## config.mk

```make
export PLATFORM = sky130hd
export DESIGN_NAME = luhnmod16_gen_flat
export DESIGN_NICKNAME = d
export VERILOG_FILES = /design/src/rtl/luhnmod16_gen_if.sv /design/src/rtl/luhnmod16_gen.sv /design/src/flat_wrapper.sv
export SDC_FILE = /design/constraint.sdc
export NUM_CORES = 1
export LEC_CHECK = 0
export BUFFER_PORTS_ARGS = -buffer_cell sky130_fd_sc_hd__buf_4
export CAP_MARGIN = 25
export CORE_MARGIN = 2
export CORE_UTILIZATION = 56
export DETAILED_ROUTE_END_ITERATION = 6
export PLACE_DENSITY = 0.91
export SETUP_SLACK_MARGIN = 0.4
export SLEW_MARGIN = 0
export SYNTH_ARGS = -nofsm -noshare
export SYNTH_HDL_FRONTEND = slang
export SYNTH_SLANG_ARGS = --single-unit
```

## constraint.sdc

```tcl
create_clock -name clock -period 2.3 [get_ports clock]
set_clock_uncertainty 0.05 [all_clocks]
set_input_delay 0.23 -clock clock [delete_from_list [all_inputs] [get_ports clock]]
set_output_delay 0.23 -clock clock [all_outputs]
set_load 0.02 [all_outputs]
```

## src/rtl/luhnmod16_gen_if.sv

```systemverilog
// Valid/ready streams of the Luhn mod-16 check-nibble generator:
// size words and payload nibbles in, payload plus check nibble out.
interface luhnmod16_gen_if #(
  parameter int SIZE_W = 8
);
  logic              size_valid;
  logic              size_ready;
  logic [SIZE_W-1:0] size;
  logic              data_valid;
  logic              data_ready;
  logic [3:0]        data;
  logic              out_valid;
  logic              out_ready;
  logic [3:0]        out_data;
  logic              out_last;

  modport master (
    output size_valid, size, data_valid, data, out_ready,
    input  size_ready, data_ready, out_valid, out_data, out_last
  );

  modport slave (
    input  size_valid, size, data_valid, data, out_ready,
    output size_ready, data_ready, out_valid, out_data, out_last
  );
endinterface

```

## src/rtl/luhnmod16_gen.sv

```systemverilog
// Luhn mod-16 check-nibble generator: forwards P payload nibbles and appends
// the nibble that makes the whole message sum to 0 mod 16.
module luhnmod16_gen #(
  parameter int SIZE_W = 8
) (
  input logic             clock,
  input logic             rst,
  luhnmod16_gen_if.slave  bus
);
  typedef enum logic [1:0] {IDLE, DATA, CHECK} state_t;

  state_t            state_q;
  logic [SIZE_W-1:0] rem_q;
  logic [3:0]        accum_q;
  logic [3:0]        out_data_q;
  logic              out_valid_q;
  logic              out_last_q;

  logic              out_free;
  logic              size_fire;
  logic              data_fire;
  logic [4:0]        dbl;
  logic [3:0]        weight_d;

  assign out_free = !out_valid_q || bus.out_ready;

  assign bus.size_ready = !rst && (state_q == IDLE);
  assign bus.data_ready = !rst && (state_q == DATA) && out_free;

  assign size_fire = bus.size_valid && bus.size_ready;
  assign data_fire = bus.data_valid && bus.data_ready;

  // Odd remaining count means this nibble is doubled; fold the carry back in.
  assign dbl      = {bus.data, 1'b0};
  assign weight_d = rem_q[0] ? (dbl[3:0] + {3'b000, dbl[4]}) : bus.data;

  assign bus.out_valid = out_valid_q;
  assign bus.out_data  = out_data_q;
  assign bus.out_last  = out_last_q;

  always_ff @(posedge clock) begin
    if (rst) begin
      state_q     <= IDLE;
      rem_q       <= '0;
      accum_q     <= '0;
      out_data_q  <= '0;
      out_valid_q <= 1'b0;
      out_last_q  <= 1'b0;
    end else begin
      if (out_valid_q && bus.out_ready) begin
        out_valid_q <= 1'b0;
      end
      unique case (state_q)
        IDLE: begin
          if (size_fire) begin
            rem_q   <= bus.size;
            accum_q <= '0;
            state_q <= (bus.size != '0) ? DATA : CHECK;
          end
        end
        DATA: begin
          if (data_fire) begin
            out_data_q  <= bus.data;
            out_valid_q <= 1'b1;
            out_last_q  <= 1'b0;
            accum_q     <= accum_q + weight_d;
            rem_q       <= rem_q - SIZE_W'(1);
            if (rem_q == SIZE_W'(1)) begin
              state_q <= CHECK;
            end
          end
        end
        CHECK: begin
          if (out_free) begin
            out_data_q  <= 4'd0 - accum_q;
            out_valid_q <= 1'b1;
            out_last_q  <= 1'b1;
            state_q     <= IDLE;
          end
        end
        default: state_q <= IDLE;
      endcase
    end
  end
endmodule

```

## src/flat_wrapper.sv

```systemverilog
// flat-port wrapper written by rule: the top's interface ports become plain ports
module luhnmod16_gen_flat 
#(
  parameter int SIZE_W = 8
)
  (clock, rst, bus_size_valid, bus_size, bus_data_valid, bus_data, bus_out_ready, bus_size_ready, bus_data_ready, bus_out_valid, bus_out_data, bus_out_last);
  luhnmod16_gen_if #(.SIZE_W(SIZE_W)) bus_i ();
  input logic clock;
  input logic rst;
  input wire logic [$bits(bus_i.size_valid)-1:0] bus_size_valid;
  input wire logic [$bits(bus_i.size)-1:0] bus_size;
  input wire logic [$bits(bus_i.data_valid)-1:0] bus_data_valid;
  input wire logic [$bits(bus_i.data)-1:0] bus_data;
  input wire logic [$bits(bus_i.out_ready)-1:0] bus_out_ready;
  output wire logic [$bits(bus_i.size_ready)-1:0] bus_size_ready;
  output wire logic [$bits(bus_i.data_ready)-1:0] bus_data_ready;
  output wire logic [$bits(bus_i.out_valid)-1:0] bus_out_valid;
  output wire logic [$bits(bus_i.out_data)-1:0] bus_out_data;
  output wire logic [$bits(bus_i.out_last)-1:0] bus_out_last;
  assign bus_i.size_valid = bus_size_valid;
  assign bus_i.size = bus_size;
  assign bus_i.data_valid = bus_data_valid;
  assign bus_i.data = bus_data;
  assign bus_i.out_ready = bus_out_ready;
  assign bus_size_ready = bus_i.size_ready;
  assign bus_data_ready = bus_i.data_ready;
  assign bus_out_valid = bus_i.out_valid;
  assign bus_out_data = bus_i.out_data;
  assign bus_out_last = bus_i.out_last;
  luhnmod16_gen #(.SIZE_W(SIZE_W)) u_core (.clock(clock), .rst(rst), .bus(bus_i));
endmodule
```

# Word level (Yosys, flattened, before mapping)
# Index checks and enable logic that the tools add are counted.
# classes
add_sub_neg	4
n_mux	23
reduce_logical	16
n_eq_ne	7
# op_table
cell	count
two-way mux 4 bit	5
two-way mux 8 bit	2
one-hot mux 4 bit (2 select lines)	2
one-hot mux 8 bit (2 select lines)	1
two-way mux 2 bit	5
== test 8 x 1 -> 1 bit (second input constant)	1
nonzero test 8 bit	1
subtractor 8 x 1 -> 8 bit (second input constant)	1
logical AND 1 bit	6
!= test 2 x 1 -> 1 bit (second input constant)	3
one-hot mux 2 bit (3 select lines)	1
AND reduction 3 bit	2
two-way mux 1 bit	5
adder 4 x 1 -> 4 bit	1
adder 4 bit	1
one-hot mux 1 bit (2 select lines)	2
AND reduction 4 bit	1
nonzero test 2 bit	2
subtractor 1 x 4 -> 4 bit (first input constant)	1
== test 2 x 1 -> 1 bit (second input constant)	1
== test 2 bit (second input constant)	1
zero test 1 bit	2
zero test 2 bit	1
!= test 2 bit (second input constant)	1
logical OR 1 bit	1
# totals
word_cells	56
output_inout_bits	8
inputBits	17
reg_bits	20

# Logic depth before layout (Yosys ltp)
# depth
word_depth	6
depth_mapped	8
mapped_depth_nobuf	6

# Least setup slack after synthesis
# No wires, ideal clock.
# synth_path
path_type	register to register
from	register u_core.rem_q[0]
to	register u_core.accum_q[3]
setup_time_ps	130
path_buffers	1
arrival_ps	1745
required_ps	2120
slack_ps	375
synth_period_minus_slack_ps	1925
stages_incl_launch_ff	8
path_cell_list	dfxtp_1 > buf_6 > mux2_2 > ha_1 > a21o_1 > a21oi_1 > mux2i_1 > o211ai_1
# synth_between
elab_chain_len	4
# synth_rtl
item	line_no	source
from (decl)	luhnmod16_gen.sv:13	logic [SIZE_W-1:0] rem_q;
from (signal assigned)	luhnmod16_gen.sv:56	rem_q <= bus.size;
from (signal assigned)	luhnmod16_gen.sv:67	rem_q <= rem_q - SIZE_W'(1);
two-way mux 4 bit	luhnmod16_gen.sv:35	assign weight_d = rem_q[0] ? (dbl[3:0] + {3'b000, dbl[4]}) : bus.data;
adder 4 bit	luhnmod16_gen.sv:66	accum_q <= accum_q + weight_d;
two-way mux 4 bit	luhnmod16_gen.sv:62	if (data_fire) begin
one-hot mux 4 bit (2 select lines)	luhnmod16_gen.sv:53	unique case (state_q)
to (signal assigned)	luhnmod16_gen.sv:66	
to (decl)	luhnmod16_gen.sv:14	logic [3:0] accum_q;
# No other way between the ends. The select of a mux whose other input is x is not followed.
# A chain may end at the register's enable or synchronous reset.

# Final worst setup path
# layout_path
from	register u_core.state_q[0]
to	register u_core.state_q[1]
# layout_between
elab_chain_len	6
word_cells_on_any_way	14
cone_classes	eq/ne (6); mux (1); reduce/logical (7)
# layout_rtl
item	line_no	source
from (decl)	luhnmod16_gen.sv:12	state_t state_q;
from (signal assigned)	luhnmod16_gen.sv:58	state_q <= (bus.size != '0) ? DATA : CHECK;
== test 2 x 1 -> 1 bit	luhnmod16_gen.sv:28, luhnmod16_gen.sv:53	
logical AND 1 bit (2 in a row)	luhnmod16_gen.sv:28	assign bus.data_ready = !rst && (state_q == DATA) && out_free;
logical AND 1 bit	luhnmod16_gen.sv:31	assign data_fire = bus.data_valid && bus.data_ready;
!= test 2 x 1 -> 1 bit (no line)	n/a	
AND reduction 4 bit (no line)	n/a	
# Several ways; a longest one is shown, not always the timed one.

==> reports/metrics.cfg <==
[routing]
drt-initial-drc-count=72
dr.pass1.iters=4
drc=0
totalWireLength_um=3670
avgViaCountPerCell=6.38
vias=1416
post_drt_wl_per_cell_um=16.5
ant_nets=0

[die]
fp.dieArea_um2=3070
coreArea_um2=2500
rows=18
io_pins=25
initial_core_util=0.592
die_width_um=55.4
die_h_um=55.4

[critical_path]
max_stage_delay_ns=0.38
path_delay_family=compound AO/OA/AOI/OAI gates
critPathArrivalTime_ns=2.01
path_buf_inv=1
cp.required_ns=2.46
path_cells=inv_1, ha_1, nand3b_1, a32o_2, and3_1, a311oi_1
critPathMaxFanout=14
cp-end-kind=register
cp_slowest_cell=ha_1
start_kind=register
path_class=register to register

[power]
power.leakage_nw=0.668
worst_ir_drop_vdd_mv=0.648
power_density_nw_per_um2=968

[sta]
period_share=0.804
slew_violations=0
setup_viol=0
holdWs_ns=0.208
worst_slew_pin_slew_ns=0.438
min_period_ns=1.85
rsz0062_at_grt=true
setup_tns_ns=0
clock.fmax_mhz=541
relSlewSlack=0.705
hold_viol=0

[placed_design]
post-dp-hpwl_um=2560
port_buffers=24
gp_congestion=0.852

[final_layout]
final_common_cell=buf_4
insertedDiodeCount=0
n_fill_cell=186
drive_above_1_share=0.281
final-seq-area_um2=405
areaGrowthSynthToFinish_pct=15.1
multi_input_area_um2=957
fin_nets=220
mostFrequentLayoutCells=buf_4, a21oi_1, dfxtp_1, inv_1, ha_1

[synth]
yosys_warnings=0
synth-seq-area-share=0.271
syn-cell-area_um2=1480
syn_inst=170
async_flop_share=0
ys_dominant_reg_cell=dfxtp_1
avgSynthCellArea_um2=8.70
ys_types=47
synth.net_count=197
ys_seq_elements=20
synth_edf_count=0

[global_route]
antenna_found_initial=0
grt_usage=0.239
grt_pass1_wl_um=6020
gr-total-overflow=0
grt_pass1_vias=1344
grt_max_degree=26

[worst_hold_path]
min_path_type=input port to register

[clocking]
htreeDepth=1
cts_tree=yes
cts_buffer_depth=2
clk_pin_slew_ns=0.13
root_buffer=clkbuf_4
cts_buffers=3
cts.sinks=20
clk_latency_ns=0.32

[run_status]
status=completed

[job]
drv_cap=0

## tightest hold or removal path: cells and delay by family
kind,cells,cell delay [ns]
AOI/OAI and AO/OA,2,0.22
buffers and inverters,1,0.10
## cell families after synthesis
family          Yosys count  synth area share
compound gates           59             0.262
simple gates             43             0.177
buf+inv                  23            0.0990
flops                    20             0.271
mux                      11            0.0778
fa+ha+maj                10            0.0897
xor+xnor                  4            0.0237
## stage by stage
stage          instance area [µm²]  worst slack [ns]  power, W  instances  utilization
2_1_floorplan                 1480             0.429   0.00118        170            -
3_3_place_gp                  1620             0.478   0.00134        215        0.650
3_5_place_dp                  1620             0.393   0.00138        215        0.650
4_1_cts                       1660             0.416   0.00159        219        0.665
5_1_grt                       1700             0.365   0.00176        222        0.681
6_report                      1700             0.450   0.00165        222        0.681
## layout make-up
cell class | count | share of cell area
Multi-Input combinational cell | 128 | 0.563
Sequential cell | 20 | 0.238
Timing Repair Buffer | 30 | 0.132
Inverter | 10 | 0.0235
Tap cell | 30 | 0.0221
Clock buffer | 4 | 0.0213
## flip-flops by register name, summed over array words and instances, names as in the netlist
signal	cells
u_core.bus.out_valid	1
u_core.state_q	2
u_core.bus.out_data	4
u_core.accum_q	4
u_core.bus.out_last	1
u_core.rem_q	8
## report_power, final
| group | internal [W] | switching [W] | leakage (nW) | total [W] |
|---|---|---|---|---|
| combinational | 0.000409 | 0.000527 | 0.482 | 0.000937 |
| clock | 0.0000968 | 0.000118 | 0.0210 | 0.000215 |
| sequential | 0.000427 | 0.0000685 | 0.164 | 0.000496 |
| total | 0.000933 | 0.000714 | 0.668 | 0.00165 |
## cell usage after synthesis (all sizes together), types with 2 or more instances
master	instances	area [µm²]
a21oi	23	115
dfxtp	20	400
inv	10	40.0
ha	9	113
buf	8	67.6
mux2i	7	70.1
a311oi	6	52.6
nor2	6	25.0
o31ai	6	45.0
a31oi	5	31.3
clkbuf	5	38.8
nand3	5	25.0
nand4	5	31.3
nor2b	5	31.3
o21ai	5	25.0
mux2	4	45.0
nand2	4	15.0
nor3	4	20.0
nor4	4	40.0
a21o	3	22.5
or3	3	18.8
xnor2	3	26.3
a31o	2	17.5
and3	2	12.5
nand2b	2	20.0
o211ai	2	15.0
## per-layer routing
| metal | wire (µm) | global-route usage | up-vias |
|---|---|---|---|
| met4 | 76 | 0.0976 | 0 |
| met3 | 165 | 0.0422 | 9 |
| met1 | 1580 | 0.296 | 679 |
| li1 | - | - | 684 |
| met2 | 1850 | 0.406 | 44 |
| met5 | 0 | 0 | - |
## path summary, 6_finish.rpt
path / from / end / slack [ns] / cells after the start
max: u_core.state_q[0] / u_core.state_q[1] / 0.45 / 6
min: bus_size[6] / u_core.rem_q[6] / 0.21 / 3
max reg2reg: u_core.state_q[0] / u_core.state_q[1] / 0.45 / 6
min reg2reg: u_core.rem_q[7] / u_core.rem_q[7] / 0.46 / 2
## what timing repair did
item / in CTS / in global routing
resized for setup: 1 / 7
hold buffers: 0 / 0
pin swaps: 0 / 2
setup buffers: 0 / 2
gates cloned: 0 / 1
setup endpoints to repair: 2 / 14
Note: power is estimated with default switching activity, not from simulation.
